$ cat config.mk
export PLATFORM = sky130hd
export DESIGN_NAME = dff_share_arb_flat
export DESIGN_NICKNAME = d
export VERILOG_FILES = /design/src/rtl/dff_share_arb_if.sv /design/src/rtl/dff_share_arb.sv /design/src/flat_wrapper.sv
export SDC_FILE = /design/constraint.sdc
export NUM_CORES = 1
export LEC_CHECK = 0
export ABC_AREA = 1
export CAP_MARGIN = 15
export CELL_PAD_IN_SITES_DETAIL_PLACEMENT = 0
export CELL_PAD_IN_SITES_GLOBAL_PLACEMENT = 2
export CORE_ASPECT_RATIO = 1.25
export CORE_UTILIZATION = 22
export DETAILED_ROUTE_END_ITERATION = 16
export PLACE_DENSITY = 0.88
export SYNTH_ARGS = -nofsm -noshare
export SYNTH_HDL_FRONTEND = slang
export SYNTH_SLANG_ARGS = --single-unit
$ cat constraint.sdc
create_clock -name clk -period 2.7 [get_ports clk]
set_input_delay 0.405 -clock clk [delete_from_list [all_inputs] [get_ports clk]]
set_output_delay 0.405 -clock clk [all_outputs]
set_load 0.05 [all_outputs]
$ cat src/rtl/dff_share_arb_if.sv
// Bus between N producers and the shared-register arbiter: per-requester
// request/lock/data in, shared register contents plus grant/ack status out.
interface dff_share_arb_if #(
    parameter int N = 4,
    parameter int W = 8
);
    logic [N-1:0]   req;
    logic [N-1:0]   lock;
    logic [N*W-1:0] din;
    logic [W-1:0]   q;
    logic [N-1:0]   gnt;
    logic [N-1:0]   ack;
    logic           busy;

    // Producer side
    modport master (
        output req,
        output lock,
        output din,
        input  q,
        input  gnt,
        input  ack,
        input  busy
    );

    // Arbiter side
    modport slave (
        input  req,
        input  lock,
        input  din,
        output q,
        output gnt,
        output ack,
        output busy
    );
endinterface

$ cat src/rtl/dff_share_arb.sv
// Round-robin arbiter sharing one W-bit register among N requesters.
// The current owner's data is written on each edge it holds req; the grant is
// kept only while the owner holds both req and lock, otherwise it is handed
// straight to the next pending requester (searching from owner+1) with no
// idle bubble, or dropped back to idle.
module dff_share_arb #(
    parameter int N = 4,
    parameter int W = 8
) (
    input  logic            clk,
    input  logic            rst,
    dff_share_arb_if.slave  bus
);
    localparam int PW = $clog2(N);

    typedef enum logic {
        IDLE = 1'b0,
        OWN  = 1'b1
    } state_t;

    state_t        state_q, state_d;
    logic [PW-1:0] owner_q, owner_d;
    logic [PW-1:0] ptr_q,   ptr_d;
    logic [W-1:0]  data_q,  data_d;
    logic [N-1:0]  gnt_q,   gnt_d;
    logic [N-1:0]  ack_q,   ack_d;

    logic [W-1:0]  din_arr [N];
    logic [PW-1:0] owner_inc;
    logic [N-1:0]  search_mask;
    logic [PW-1:0] search_start;
    logic          found;
    logic [PW-1:0] found_idx;

    // Unpack the flattened data bus into one slice per requester
    for (genvar gi = 0; gi < N; gi++) begin : g_din
        assign din_arr[gi] = bus.din[gi*W +: W];
    end

    // Index following the owner, wrapping at N-1
    assign owner_inc = (owner_q == PW'(N-1)) ? '0 : owner_q + PW'(1);

    // Choose who takes part in the search and where the search starts:
    // from ptr when idle, from owner+1 with the owner masked out on release
    always_comb begin
        search_mask  = bus.req;
        search_start = ptr_q;
        if (state_q == OWN) begin
            search_mask[owner_q] = 1'b0;
            search_start         = owner_inc;
        end
    end

    // Rotating priority search: first set mask bit at or after search_start
    always_comb begin
        int unsigned   p;
        logic [PW-1:0] pi;
        found     = 1'b0;
        found_idx = '0;
        p         = 0;
        pi        = '0;
        // Walk offsets from far to near so the nearest match is the last write
        for (int k = N-1; k >= 0; k--) begin
            p = int'(search_start) + k;
            if (p >= N) begin
                p = p - N;
            end
            pi = PW'(p);
            if (search_mask[pi]) begin
                found     = 1'b1;
                found_idx = pi;
            end
        end
    end

    // Next-state: write, acknowledge, keep/release/hand off the grant
    always_comb begin
        state_d = state_q;
        owner_d = owner_q;
        ptr_d   = ptr_q;
        data_d  = data_q;
        ack_d   = '0;
        gnt_d   = '0;
        case (state_q)
            IDLE: begin
                if (found) begin
                    state_d = OWN;
                    owner_d = found_idx;
                end
            end
            OWN: begin
                if (bus.req[owner_q]) begin
                    data_d         = din_arr[owner_q];
                    ack_d[owner_q] = 1'b1;
                end
                // Keep only when the owner both wrote and holds its lock
                if (!(bus.req[owner_q] && bus.lock[owner_q])) begin
                    ptr_d = owner_inc;
                    if (found) begin
                        owner_d = found_idx;
                    end else begin
                        state_d = IDLE;
                    end
                end
            end
            default: begin
                state_d = IDLE;
            end
        endcase
        if (state_d == OWN) begin
            gnt_d[owner_d] = 1'b1;
        end
    end

    // State, pointer, shared register and registered outputs
    always_ff @(posedge clk or posedge rst) begin
        if (rst) begin
            state_q <= IDLE;
            owner_q <= '0;
            ptr_q   <= '0;
            data_q  <= '0;
            gnt_q   <= '0;
            ack_q   <= '0;
        end else begin
            state_q <= state_d;
            owner_q <= owner_d;
            ptr_q   <= ptr_d;
            data_q  <= data_d;
            gnt_q   <= gnt_d;
            ack_q   <= ack_d;
        end
    end

    assign bus.q    = data_q;
    assign bus.gnt  = gnt_q;
    assign bus.ack  = ack_q;
    assign bus.busy = |gnt_q;

endmodule

$ cat src/flat_wrapper.sv
// flat-port wrapper written by rule: the top's interface ports become plain ports
module dff_share_arb_flat 
#(
    parameter int N = 4,
    parameter int W = 8
)
  (clk, rst, bus_req, bus_lock, bus_din, bus_q, bus_gnt, bus_ack, bus_busy);
  dff_share_arb_if #(.N(N), .W(W)) bus_i ();
  input  logic clk;
  input  logic rst;
  input wire logic [$bits(bus_i.req)-1:0] bus_req;
  input wire logic [$bits(bus_i.lock)-1:0] bus_lock;
  input wire logic [$bits(bus_i.din)-1:0] bus_din;
  output wire logic [$bits(bus_i.q)-1:0] bus_q;
  output wire logic [$bits(bus_i.gnt)-1:0] bus_gnt;
  output wire logic [$bits(bus_i.ack)-1:0] bus_ack;
  output wire logic [$bits(bus_i.busy)-1:0] bus_busy;
  assign bus_i.req = bus_req;
  assign bus_i.lock = bus_lock;
  assign bus_i.din = bus_din;
  assign bus_q = bus_i.q;
  assign bus_gnt = bus_i.gnt;
  assign bus_ack = bus_i.ack;
  assign bus_busy = bus_i.busy;
  dff_share_arb #(.N(N), .W(W)) u_core (.clk(clk), .rst(rst), .bus(bus_i));
endmodule
==> insert_results.sql <==
INSERT INTO impl_metrics (metric_group, metric, value, unit) VALUES
('timing', 'max-slew-margin-rel', '0.452', ''),
('route', 'first_iter_violations', '48', ''),
('power_and_ir_drop', 'p_per_area', '1450', 'nW/µm²'),
('worst_setup_path', 'worstPathBufferInverterCount', '2', ''),
('route', 'drt-total-wl', '4380', 'µm'),
('yosys', 'synth-seq-cells', '21', ''),
('finish', 'areaGrowthSynthToFinish', '48.9', '%'),
('global_route', 'remaining_overflow_grt', '0', ''),
('power_and_ir_drop', 'power_leakage', '1.07', 'nW'),
('timing', 'timing.final.ws_setup', '0.374', 'ns'),
('timing', 'unrepaired_setup_endpoints_after_global_routing', 'no', ''),
('worst_setup_path', 'worst_path_dominant_cell_family', 'simple AND/OR/NAND/NOR gates', ''),
('global_route', 'antenna_found_initial', '0', ''),
('worst_setup_path', 'max_stage_delay', '0.41', 'ns'),
('timing', 'fin_crit', '2.33', 'ns'),
('finish', 'antennaDiodeCount', '0', ''),
('yosys', 'synth.yosys.warnings', '0', ''),
('finish', 'layout.nets', '336', ''),
('global_route', 'wire_length_of_the_first_global_routing_pass', '7020', 'µm'),
('timing', 'clock.fmax', '430', 'MHz'),
('global_route', 'pin_count_of_the_biggest_net_entering_global_routing', '22', ''),
('worst_setup_path', 'cp-end-kind', 'register', ''),
('route', 'drc', '0', ''),
('yosys', 'yosys-top-cells-area', 'sky130_fd_sc_hd__dfrtp_1 35%, sky130_fd_sc_hd__nand2_1 19%, sky130_fd_sc_hd__nor2_1 7.7%, sky130_fd_sc_hd__o21ai_0 6.9%, sky130_fd_sc_hd__nand3_1 5.6%', ''),
('yosys', 'synthFlopType', 'sky130_fd_sc_hd__dfrtp_1', ''),
('clock_network', 'htree_num_levels', '1', ''),
('timing', 'worst_clock_skew', '0.00520', 'ns'),
('yosys', 'synth.most_common_cell', 'sky130_fd_sc_hd__nand2_1', ''),
('yosys', 'synthDominantCellAreaShare', '0.347', ''),
('placement', 'dp.final_hpwl', '3610', 'µm'),
('finish', 'post_route_cells_drive_above_1_share', '0.111', ''),
('clock_network', 'count_of_cells_resized_by_post_cts_repair', '0', ''),
('yosys', 'synthesis.instances', '229', ''),
('route', 'antenna_violating_nets_post_route', '0', ''),
('yosys', 'post-synth-top-area-cell', 'sky130_fd_sc_hd__dfrtp_1', ''),
('route', 'wire_length_per_cell_after_detailed_routing', '11.7', 'µm'),
('worst_hold_path', 'worstHoldPathType', 'register to register', ''),
('yosys', 'synth.top_cells.by_count', '75 x sky130_fd_sc_hd__nand2_1, 31 x sky130_fd_sc_hd__nor2_1, 21 x sky130_fd_sc_hd__dfrtp_1, 21 x sky130_fd_sc_hd__o21ai_0, 17 x sky130_fd_sc_hd__nand3_1', ''),
('finish', 'fillCellCount', '724', ''),
('worst_setup_path', 'critical_path_class', 'register to register', ''),
('worst_setup_path', 'worst_path_required_time', '2.84', 'ns'),
('run_status', 'status', 'finished, final reports clean', ''),
('timing', 'setup_viol', '0', ''),
('worst_setup_path', 'crit_path_cell_trace', 'buf_4 -> ha_1 -> nor2_2 -> nand2_4 -> nand2_4 -> nand2_2 -> and2_1 -> nor2_1 -> nand3_2 -> nand2_2 -> inv_2 -> o21ai_2 -> nor2_1', ''),
('yosys', 'synth_nets', '275', ''),
('clock_network', 'cts_hold_buf', '0', ''),
('yosys', 'async_flop_share', '1.00', ''),
('timing', 'tightest_slew', '0.821', 'ns'),
('clock_network', 'buffer_depth_of_the_longest_clock_path', '2', ''),
('yosys', 'mappedNetlistArea', '1520', 'µm²'),
('clock_network', 'tritoncts', 'built', ''),
('route', 'drt_pre_antenna_iters', '4', ''),
('timing', 'final.setup.tns', '0', 'ns'),
('route', 'vias', '1595', ''),
('yosys', 'synth-edff-count', '0', ''),
('placement', 'buffers_on_ports', '58', ''),
('floorplan', 'core_area', '6610', 'µm²'),
('clock_network', 'clock_tree_root_buffer_cell', 'sky130_fd_sc_hd__clkbuf_8', ''),
('global_route', 'grt_use_total', '0.121', ''),
('worst_setup_path', 'startpoint_type', 'register', ''),
('global_route', 'number_of_global_route_vias_before_repair', '1554', ''),
('clock_network', 'clk_transition_reported_paths', '0.08', 'ns'),
('timing', 'report.final.hold_viol_count', '0', ''),
('worst_setup_path', 'cp.arrival', '2.47', 'ns'),
('floorplan', 'rows', '33', ''),
('timing', 'slew_violations', '0', ''),
('route', 'vias_cell', '4.24', ''),
('floorplan', 'die_width', '76.2', 'µm'),
('clock_network', 'cts_post_setup_buffers_inserted', '0', ''),
('timing', 'finalCritPeriodShare', '0.862', ''),
('floorplan', 'die_y', '94.8', 'µm');
[layer usage]
layer	wire length, µm	global-route usage	vias to the layer above
li1	-	-	853
met1	1780	0.131	700
met2	2390	0.247	40
met3	194	0.0193	2
met4	14	0.0240	0
met5	0	0	-
[registers in the layout, summed over array words and instances, names as in the netlist]
signal and cells:
u_core.ptr_q 2, u_core.bus.ack 4, u_core.state_q 1, u_core.bus.q 8, u_core.bus.gnt 4, u_core.owner_q 2
[report_power, final]
| group | leakage, nW | internal [W] | switching, W |
|---|---|---|---|
| registers | 0.261 | 0.000473 | 0.0000862 |
| logic | 0.786 | 0.000852 | 0.00165 |
| clock network | 0.0255 | 0.000103 | 0.000101 |
[cells in the final DEF, fill, tap and decap left out, types with 2 or more instances in the layout]
cell                              instances
sky130_fd_sc_hd__buf_4                    6
sky130_fd_sc_hd__o21ai_0                 21
sky130_fd_sc_hd__dfrtp_1                 21
sky130_fd_sc_hd__nor2_1                  31
sky130_fd_sc_hd__inv_1                   15
sky130_fd_sc_hd__inv_2                    2
sky130_fd_sc_hd__clkbuf_8                 3
sky130_fd_sc_hd__clkdlybuf4s50_1         58
sky130_fd_sc_hd__nand2_1                 75
sky130_fd_sc_hd__ha_1                     4
sky130_fd_sc_hd__nand3b_1                 2
sky130_fd_sc_hd__nand2_4                  2
sky130_fd_sc_hd__o22ai_1                  8
sky130_fd_sc_hd__nor2_2                   5
sky130_fd_sc_hd__nand3_1                 17
sky130_fd_sc_hd__o21ai_2                  2
sky130_fd_sc_hd__nand3_2                  2
sky130_fd_sc_hd__nand2_2                  8
[kinds of logic after synthesis]
group,count (synthesis),share of synthesized area
DFF,21,0.347
and+or+nand+nor,146,0.429
adders and majority gates,4,0.0330
AOI/OAI and AO/OA,33,0.122
buffers and inverters,25,0.0685
[metrics by stage]
stage          instance area [µm²]  instances  total power [W]  hold slack [ns]   util
3_3_place_gp                  2210        372          0.00309            0.462  0.334
5_1_grt                       2260        376          0.00357            0.525  0.341
4_1_cts                       2260        376          0.00330            0.488  0.341
3_5_place_dp                  2210        372          0.00308            0.467  0.334
2_1_floorplan                 1520        229          0.00239            0.382      -
6_report                      2260        376          0.00326            0.481  0.341
[layout make-up]
cell class,instances,area [µm²],area share
flip-flops and latches,21,526,0.233
repair buffers,64,626,0.277
clock buffers,3,41.3,0.0183
well taps,87,109,0.0483
clock inverters,1,5.00,0.00222
inverters,17,63.8,0.0283
multi-input cells,183,886,0.393
[worst reg2reg max path, stage by stage (launching register included)]
cell	delay, ns
sky130_fd_sc_hd__dfrtp_1	0.41
sky130_fd_sc_hd__buf_4	0.19
sky130_fd_sc_hd__ha_1	0.27
sky130_fd_sc_hd__nor2_2	0.16
sky130_fd_sc_hd__nand2_4	0.10
sky130_fd_sc_hd__nand2_4	0.14
sky130_fd_sc_hd__nand2_2	0.08
sky130_fd_sc_hd__and2_1	0.14
sky130_fd_sc_hd__nor2_1	0.18
sky130_fd_sc_hd__nand3_2	0.10
sky130_fd_sc_hd__nand2_2	0.07
sky130_fd_sc_hd__inv_2	0.06
sky130_fd_sc_hd__o21ai_2	0.23
sky130_fd_sc_hd__nor2_1	0.08
[worst paths after layout]
| path | startpoint | endpoint | slack, ns | cells past startpoint |
|---|---|---|---|---|
| max | u_core.owner_q[0] | u_core.bus.gnt[0] | 0.37 | 13 |
| min | u_core.bus.q[5] | u_core.bus.q[5] | 0.48 | 2 |
| max reg2reg | u_core.owner_q[0] | u_core.bus.gnt[0] | 0.37 | 13 |
| min reg2reg | u_core.bus.q[5] | u_core.bus.q[5] | 0.48 | 2 |
| max in group asynchronous | rst | u_core.bus.q[0] | 1.58 | 2 |
| min in group asynchronous | rst | u_core.bus.q[3] | 0.61 | 2 |
No activity file was read; power rests on OpenSTA's default activity.
